$ cat config.mk
export PLATFORM = sky130hd
export DESIGN_NAME = label_scheduler_flat
export DESIGN_NICKNAME = d
export VERILOG_FILES = /design/src/rtl/label_scheduler_if.sv /design/src/rtl/label_scheduler.sv /design/src/flat_wrapper.sv
export SDC_FILE = /design/constraint.sdc
export NUM_CORES = 1
export LEC_CHECK = 0
export CORE_ASPECT_RATIO = 2
export CORE_MARGIN = 5
export CORE_UTILIZATION = 40
export CTS_BUF_LIST = sky130_fd_sc_hd__clkbuf_4 sky130_fd_sc_hd__clkbuf_8
export CTS_CLUSTER_DIAMETER = 50
export CTS_CLUSTER_SIZE = 14
export DETAILED_ROUTE_END_ITERATION = 6
export GPL_ROUTABILITY_DRIVEN = 0
export GPL_TIMING_DRIVEN = 1
export SYNTH_ARGS = -nofsm -noshare
export SYNTH_HDL_FRONTEND = slang
export SYNTH_SLANG_ARGS = --single-unit
$ cat constraint.sdc
create_clock -name clk -period 4.46 [get_ports clk]
set_input_delay 0.892 -clock clk [delete_from_list [all_inputs] [get_ports clk]]
set_output_delay 0.892 -clock clk [all_outputs]
set_load 0.1 [all_outputs]
$ cat src/rtl/label_scheduler_if.sv
// Handshake bundle between a score producer/result consumer (master)
// and the label scheduler (slave).
interface label_scheduler_if #(
    parameter int N       = 8,
    parameter int LABEL_W = 4
);
    logic               start;
    logic               in_valid;
    logic [N-1:0]       in_data;
    logic               in_last;
    logic               in_ready;
    logic               out_valid;
    logic [LABEL_W-1:0] out_label;
    logic [N-1:0]       out_score;
    logic               out_err;
    logic               out_ready;
    logic               busy;

    modport master (
        output start, in_valid, in_data, in_last, out_ready,
        input  in_ready, out_valid, out_label, out_score, out_err, busy
    );

    modport slave (
        input  start, in_valid, in_data, in_last, out_ready,
        output in_ready, out_valid, out_label, out_score, out_err, busy
    );
endinterface

$ cat src/rtl/label_scheduler.sv
// Collects NUM_LABELS unsigned scores per frame and reports the arg-max
// label and score, plus a flag when in_last disagrees with the frame length.
module label_scheduler #(
    parameter int N          = 8,
    parameter int NUM_LABELS = 10,
    parameter int LABEL_W    = 4
) (
    input  logic             clk,
    input  logic             rst_n,
    label_scheduler_if.slave bus
);
    typedef enum logic [1:0] {
        IDLE    = 2'd0,
        COLLECT = 2'd1,
        DONE    = 2'd2
    } state_t;

    localparam logic [LABEL_W-1:0] LAST_IDX = LABEL_W'(NUM_LABELS - 1);

    state_t             r_state;
    state_t             w_nextState;
    logic [LABEL_W-1:0] r_idx;
    logic [LABEL_W-1:0] r_maxIdx;
    logic [N-1:0]       r_maxVal;
    logic               r_err;
    logic [LABEL_W-1:0] r_outLabel;
    logic [N-1:0]       r_outScore;
    logic               r_outErr;

    logic               w_inReady;
    logic               w_outValid;
    logic               w_busy;
    logic               w_accept;
    logic               w_isLast;
    logic               w_take;
    logic               w_errNow;
    logic [N-1:0]       w_newMax;
    logic [LABEL_W-1:0] w_newIdx;

    // Index 0 always loads, so stale max_val never leaks into a new frame;
    // strict compare keeps the lowest index on ties.
    assign w_isLast = (r_idx == LAST_IDX);
    assign w_take   = (r_idx == '0) || (bus.in_data > r_maxVal);
    assign w_newMax = w_take ? bus.in_data : r_maxVal;
    assign w_newIdx = w_take ? r_idx : r_maxIdx;
    assign w_errNow = r_err | (bus.in_last ^ w_isLast);

    always_ff @(posedge clk or negedge rst_n) begin
        if (!rst_n) begin
            r_state <= IDLE;
        end else begin
            r_state <= w_nextState;
        end
    end

    always_comb begin
        w_nextState = r_state;
        w_inReady   = 1'b0;
        w_outValid  = 1'b0;
        w_busy      = 1'b0;
        w_accept    = 1'b0;
        case (r_state)
            IDLE: begin
                if (bus.start) begin
                    w_nextState = COLLECT;
                end
            end
            COLLECT: begin
                w_inReady = 1'b1;
                w_busy    = 1'b1;
                w_accept  = bus.in_valid;
                if (w_accept && w_isLast) begin
                    w_nextState = DONE;
                end
            end
            DONE: begin
                w_outValid = 1'b1;
                w_busy     = 1'b1;
                if (bus.out_ready) begin
                    w_nextState = IDLE;
                end
            end
            default: begin
                w_nextState = IDLE;
            end
        endcase
    end

    // Result registers load only on the final accept, so they hold steady
    // through DONE and keep their value afterwards.
    always_ff @(posedge clk or negedge rst_n) begin
        if (!rst_n) begin
            r_idx      <= '0;
            r_maxIdx   <= '0;
            r_maxVal   <= '0;
            r_err      <= 1'b0;
            r_outLabel <= '0;
            r_outScore <= '0;
            r_outErr   <= 1'b0;
        end else if (r_state == IDLE && bus.start) begin
            r_idx    <= '0;
            r_maxIdx <= '0;
            r_maxVal <= '0;
            r_err    <= 1'b0;
        end else if (w_accept) begin
            r_idx    <= r_idx + LABEL_W'(1);
            r_maxVal <= w_newMax;
            r_maxIdx <= w_newIdx;
            r_err    <= w_errNow;
            if (w_isLast) begin
                r_outLabel <= w_newIdx;
                r_outScore <= w_newMax;
                r_outErr   <= w_errNow;
            end
        end
    end

    assign bus.in_ready  = w_inReady;
    assign bus.out_valid = w_outValid;
    assign bus.busy      = w_busy;
    assign bus.out_label = r_outLabel;
    assign bus.out_score = r_outScore;
    assign bus.out_err   = r_outErr;
endmodule

$ cat src/flat_wrapper.sv
// flat-port wrapper written by rule: the top's interface ports become plain ports
module label_scheduler_flat 
#(
    parameter int N          = 8,
    parameter int NUM_LABELS = 10,
    parameter int LABEL_W    = 4
)
  (clk, rst_n, bus_start, bus_in_valid, bus_in_data, bus_in_last, bus_out_ready, bus_in_ready, bus_out_valid, bus_out_label, bus_out_score, bus_out_err, bus_busy);
  label_scheduler_if #(.N(N), .LABEL_W(LABEL_W)) bus_i ();
  input  logic clk;
  input  logic rst_n;
  input wire logic [$bits(bus_i.start)-1:0] bus_start;
  input wire logic [$bits(bus_i.in_valid)-1:0] bus_in_valid;
  input wire logic [$bits(bus_i.in_data)-1:0] bus_in_data;
  input wire logic [$bits(bus_i.in_last)-1:0] bus_in_last;
  input wire logic [$bits(bus_i.out_ready)-1:0] bus_out_ready;
  output wire logic [$bits(bus_i.in_ready)-1:0] bus_in_ready;
  output wire logic [$bits(bus_i.out_valid)-1:0] bus_out_valid;
  output wire logic [$bits(bus_i.out_label)-1:0] bus_out_label;
  output wire logic [$bits(bus_i.out_score)-1:0] bus_out_score;
  output wire logic [$bits(bus_i.out_err)-1:0] bus_out_err;
  output wire logic [$bits(bus_i.busy)-1:0] bus_busy;
  assign bus_i.start = bus_start;
  assign bus_i.in_valid = bus_in_valid;
  assign bus_i.in_data = bus_in_data;
  assign bus_i.in_last = bus_in_last;
  assign bus_i.out_ready = bus_out_ready;
  assign bus_in_ready = bus_i.in_ready;
  assign bus_out_valid = bus_i.out_valid;
  assign bus_out_label = bus_i.out_label;
  assign bus_out_score = bus_i.out_score;
  assign bus_out_err = bus_i.out_err;
  assign bus_busy = bus_i.busy;
  label_scheduler #(.N(N), .NUM_LABELS(NUM_LABELS), .LABEL_W(LABEL_W)) u_core (.clk(clk), .rst_n(rst_n), .bus(bus_i));
endmodule
## After elaboration in Yosys (flattened, before gate mapping)

Cells that the tools add are included.

- Add/sub/neg operators: 1
- Order comparisons: 1
- Equality and inequality tests: 6
- Mux-type cells: 18
- Bitwise gates (word level): 3
- Reductions and logical operators: 9

Operators with widths:

| kind | count |
|---|---|
| 8-bit 2-to-1 mux | 3 |
| 4-bit 2-to-1 mux | 5 |
| 8-bit > comparator | 1 |
| 1-bit 2-to-1 mux | 6 |
| 2-bit 2-to-1 mux | 3 |
| 2-bit one-hot mux with 3 select lines | 1 |
| 3-bit AND reduction | 2 |
| 4-bit by 1-bit adder with 4-bit output (second input constant) | 1 |
| 4-bit == test (second input constant) | 1 |
| 4-bit logical NOT | 1 |
| 2-bit != test (second input constant) | 2 |
| 2-bit by 1-bit == test with 1-bit output (second input constant) | 1 |
| 2-bit == test (second input constant) | 1 |
| 1-bit logical AND | 2 |
| 2-bit logical NOT | 1 |
| 2-bit by 1-bit != test with 1-bit output (second input constant) | 1 |
| 2-bit nonzero test | 1 |
| 2-bit OR reduction | 1 |
| 1-bit logical OR | 1 |
| 1-bit NOT | 1 |
| 1-bit OR | 1 |
| 1-bit bitwise XOR | 1 |

- Register bits after elaboration: 32
- Output and inout bits: 16

## Logic depth before layout (Yosys ltp)

- Word-level depth: 5
- Gate-level depth with buffers: 8
- Mapped depth without buffers: 7

## Worst setup path before layout

OpenSTA, ideal clock, no wires.

- Path type: reg-to-reg
- From: register u_core.r_state[1]
- To: register u_core.r_outLabel[1] (netlist: u_core.bus.out_label[1])
- Arrival: 2.269 ns
- Setup slack: 2.050 ns
- Stages on the path, launching flop included: 7
- Cell sequence: dfrtp_1 > inv_1 > ha_1 > nand2_1 > nor3_2 > clkbuf_1 > a31oi_1

- Longest elaborated chain between the ends: 4
- Elaborated cells between the ends (all ways): 6
- Those cells by class: 1 x eq/ne; 1 x mux; 1 x bitwise; 3 x reduce/logical

RTL lines:

| element | RTL line | RTL |
|---|---|---|
| start, declared | label_scheduler.sv:20 | `state_t r_state;` |
| start signal, assigned | label_scheduler.sv:52 | `r_state <= w_nextState;` |
| parallel branches: the longest is 3 deep, another holds 2-bit by 1-bit == test with 1-bit output | n/a |  |
| 3-bit AND reduction (no source line) (*) | n/a |  |
| end signal, assigned | label_scheduler.sv:111 | `r_outLabel <= w_newIdx;` |
| end, declared | label_scheduler.sv:26 | `logic [LABEL_W-1:0] r_outLabel;` |

Every way passes the cells marked *.
A chain may end at the register's enable or synchronous reset.

## Worst setup path in the final report

- From: input port bus_in_data[6]
- To: register u_core.r_maxVal[7]

- Longest elaborated chain between the ends: 5

RTL lines:

| element | RTL line | RTL |
|---|---|---|
| start, declared | flat_wrapper.sv:14 | `input wire logic [$bits(bus_i.in_data)-1:0] bus_in_data;` |
| 8-bit > comparator | label_scheduler.sv:43 | `assign w_take = (r_idx == '0) \|\| (bus.in_data > r_maxVal);` |
| 1-bit logical OR | label_scheduler.sv:43 |  |
| 8-bit 2-to-1 mux | label_scheduler.sv:44 | `assign w_newMax = w_take ? bus.in_data : r_maxVal;` |
| 8-bit 2-to-1 mux | label_scheduler.sv:105 | `end else if (w_accept) begin` |
| 8-bit 2-to-1 mux | label_scheduler.sv:100 | `end else if (r_state == IDLE && bus.start) begin` |
| end signal, assigned | label_scheduler.sv:107 | `r_maxVal <= w_newMax;` |
| end, declared | label_scheduler.sv:24 | `logic [N-1:0] r_maxVal;` |

Every way passes these cells. The select of a mux whose other input is x is not followed.

==> impl_metrics.yaml <==
status:
  status: "complete, no violations"
logic_synthesis:
  synth.yosys.seq_area_share_pct: 42.41
  synthCells: 209
  yosys_warnings: 0
  synth_area_leader_cell: "dfrtp_1"
  synthFlopType: "dfrtp_1"
  syn_nets: 238
  syn_avg_cell_area_sq_um: 9.034
  ys_ff_latch: 32
  synth_common_cells: "34 x nand2_1, 32 x dfrtp_1, 19 x nor2_1"
  yosys-top-cells-area: "dfrtp_1 42%, ha_1 9.9%, nand2_1 6.8%"
  synth_top_area_share_pct: 42.41
  syn_area_sq_um: 1888
  synth-edff-count: 0
  ys_types: 30
  synth.most_common_cell: "nand2_1"
  ys_async_sr_fraction_pct: 100.0
power_and_ir_drop:
  cellPowerDensity_nw_per_um2: 497.1
  p_leak_uw: 0.001010
  max-vdd-ir-drop_uv: 383.7
drt:
  vias_per_cell: 5.366
  drt_pass1_iterations: 4
  drtAntennaViolNets: 0
  drt_iter0_drc: 44
  wl_um: 4426
  wl_per_cell_um: 15.16
  drc: 0
  vias: 1567
die:
  die_area_sq_um: 6277
  start_util_pct: 41.06
  rows: 35
  ios: 30
  die-height_um: 107.2
  core_region_area_sq_um: 4598
  die_w_um: 58.58
setup_path:
  end_kind: "flop"
  required_ns: 4.66
  start_kind: "primary input"
  cp_slowest_stage_delay_ns: 0.61
  critPathKind: "in2reg"
  path_max_fanout: 13
  crit_arrival_ns: 3.31
  crit_buf_inv: 1
  crit_slowest_cell: "a31oi_4"
  crit_family: "compound AO/OA/AOI/OAI gates"
  path_cells: "clkdlybuf4s50_1 > ha_1 > nand4_1 > nor2_1 > a211o_1 > a31oi_4 > mux2i_1"
grt:
  grt_pass1_wl_um: 7555
  grt_use_total_pct: 15.65
  grt_max_degree: 33
  grt_pass1_vias: 1642
  grt-ovfl-total: 0
  antenna_found_initial: 0
clock_tree:
  hold_buffers: 0
  htreeDepth: 2
  cts_resized: 0
  clockBufferDepth: 2
  postCtsSetupBuffers: 0
  cts.clk_slew.worst_paths_ns: 0.07
  cts_tree: "yes"
  cts-root-buf: "clkbuf_8"
  cts_buffers: 5
  cts_sinks: 32
  worstSkewPairLatency_ns: 0.28
placement:
  dp_hpwl_um: 3292
  io_buffers: 29
sta:
  finalSetupTns_ns: 0
  clock_skew_ns: 0.006468
  drv_slew: 0
  finalCritPeriodShare_pct: 69.85
  worst_pin_slew_ns: 0.9741
  relSlewSlack_pct: 34.86
  rsz0062_at_grt: "false"
  finalSetupViolCount: 0
  fmax_ghz: 0.3210
  finalHoldViolations: 0
  min_period_ns: 3.116
layout:
  nNetsFinal: 265
  areaGrowthSynthToFinish_pct: 22.20
  drive_above_1_share_pct: 6.329
  finish.utilization_pct: 50.18
  n_antenna_cell: 0
job:
  maxCapViolCount: 0
min_path:
  hp-class: "reg2reg"
==> through the flow <==
stage	hold WS [ns]	instance area, sq um	power, uW	cells	setup WS (ns)
2_1_floorplan	0.4625	1888	804.9	209	2.050
3_3_place_gp	0.4713	2215	917.6	284	1.095
3_5_place_dp	0.4780	2215	926.2	284	1.063
4_1_cts	0.4951	2307	1161	292	1.345
5_1_grt	0.5254	2307	1229	292	1.181
6_report	0.4833	2307	1147	292	1.344
==> worst min-delay path: stages, from the launching register on <==
cell     delay [ns]
dfrtp_1        0.34
nand2_1        0.05
nand3_1        0.06
==> power by group <==
group	total [uW]	leakage, uW	internal, uW	switching [uW]
combinational	525	0.000525	168	357
sequential	392	0.000434	343	48.9
clock	230	0.0000510	123	107
==> metal layers <==
metal  GRT usage (%)  vias up  wire [um]
met4           7.131        0        116
li1                -      783          -
met3           2.410       10        188
met1           16.45      735       1680
met2           29.12       39       2440
met5               0        -          0
==> final cells by class <==
type / count / area [sq um]
clock buffer: 6 / 82.58
clock inverter: 2 / 10.01
fill: 486 / 2291
inverter: 15 / 56.30
multi-input combinational: 149 / 968.4
sequential: 32 / 800.8
tap: 55 / 68.82
timing repair buffer: 33 / 320.3
==> worst paths after layout <==
path / start / endpoint / slack [ns] / cells after the start
min in group asynchronous: rst_n / u_core.r_maxVal[2] / 1.01 / 2
worst min register to register: u_core.bus.out_label[0] / u_core.bus.out_label[0] / 0.48 / 2
max in group asynchronous: rst_n / u_core.r_maxVal[5] / 3.14 / 2
worst min-delay path: u_core.bus.out_label[0] / u_core.bus.out_label[0] / 0.48 / 2
worst max-delay path: bus_in_data[6] / u_core.r_maxVal[7] / 1.34 / 7
worst max register to register: u_core.r_maxVal[7] / u_core.r_maxVal[7] / 2.02 / 6
==> kinds of logic after synthesis <==
kind of cell    count (synthesis)  share of synthesized area (%)
compound gates                 38                          13.92
flops                          32                          42.41
fa+ha+maj                      15                          9.940
buf+inv                        28                          6.295
mux                            11                          5.898
simple gates                   81                          19.68
xor+xnor                        4                          1.856
==> sequential cells by signal, indices dropped and copies added (netlist names) <==
name	flops
u_core.bus.out_score	8
u_core.r_idx	4
u_core.r_maxVal	8
u_core.bus.out_err	1
u_core.r_maxIdx	4
u_core.r_state	2
u_core.bus.out_label	4
u_core.r_err	1
==> layout by cell type, fill, tap and decap left out, drive strengths merged, types with 9 or more instances in the layout <==
cell type	instances
nand4	13
o31ai	9
a31oi	11
inv	15
ha	15
nand2	34
dfrtp	32
clkdlybuf4s50	29
mux2i	10
nor2	19
No activity file was read; power rests on OpenSTA's default activity.
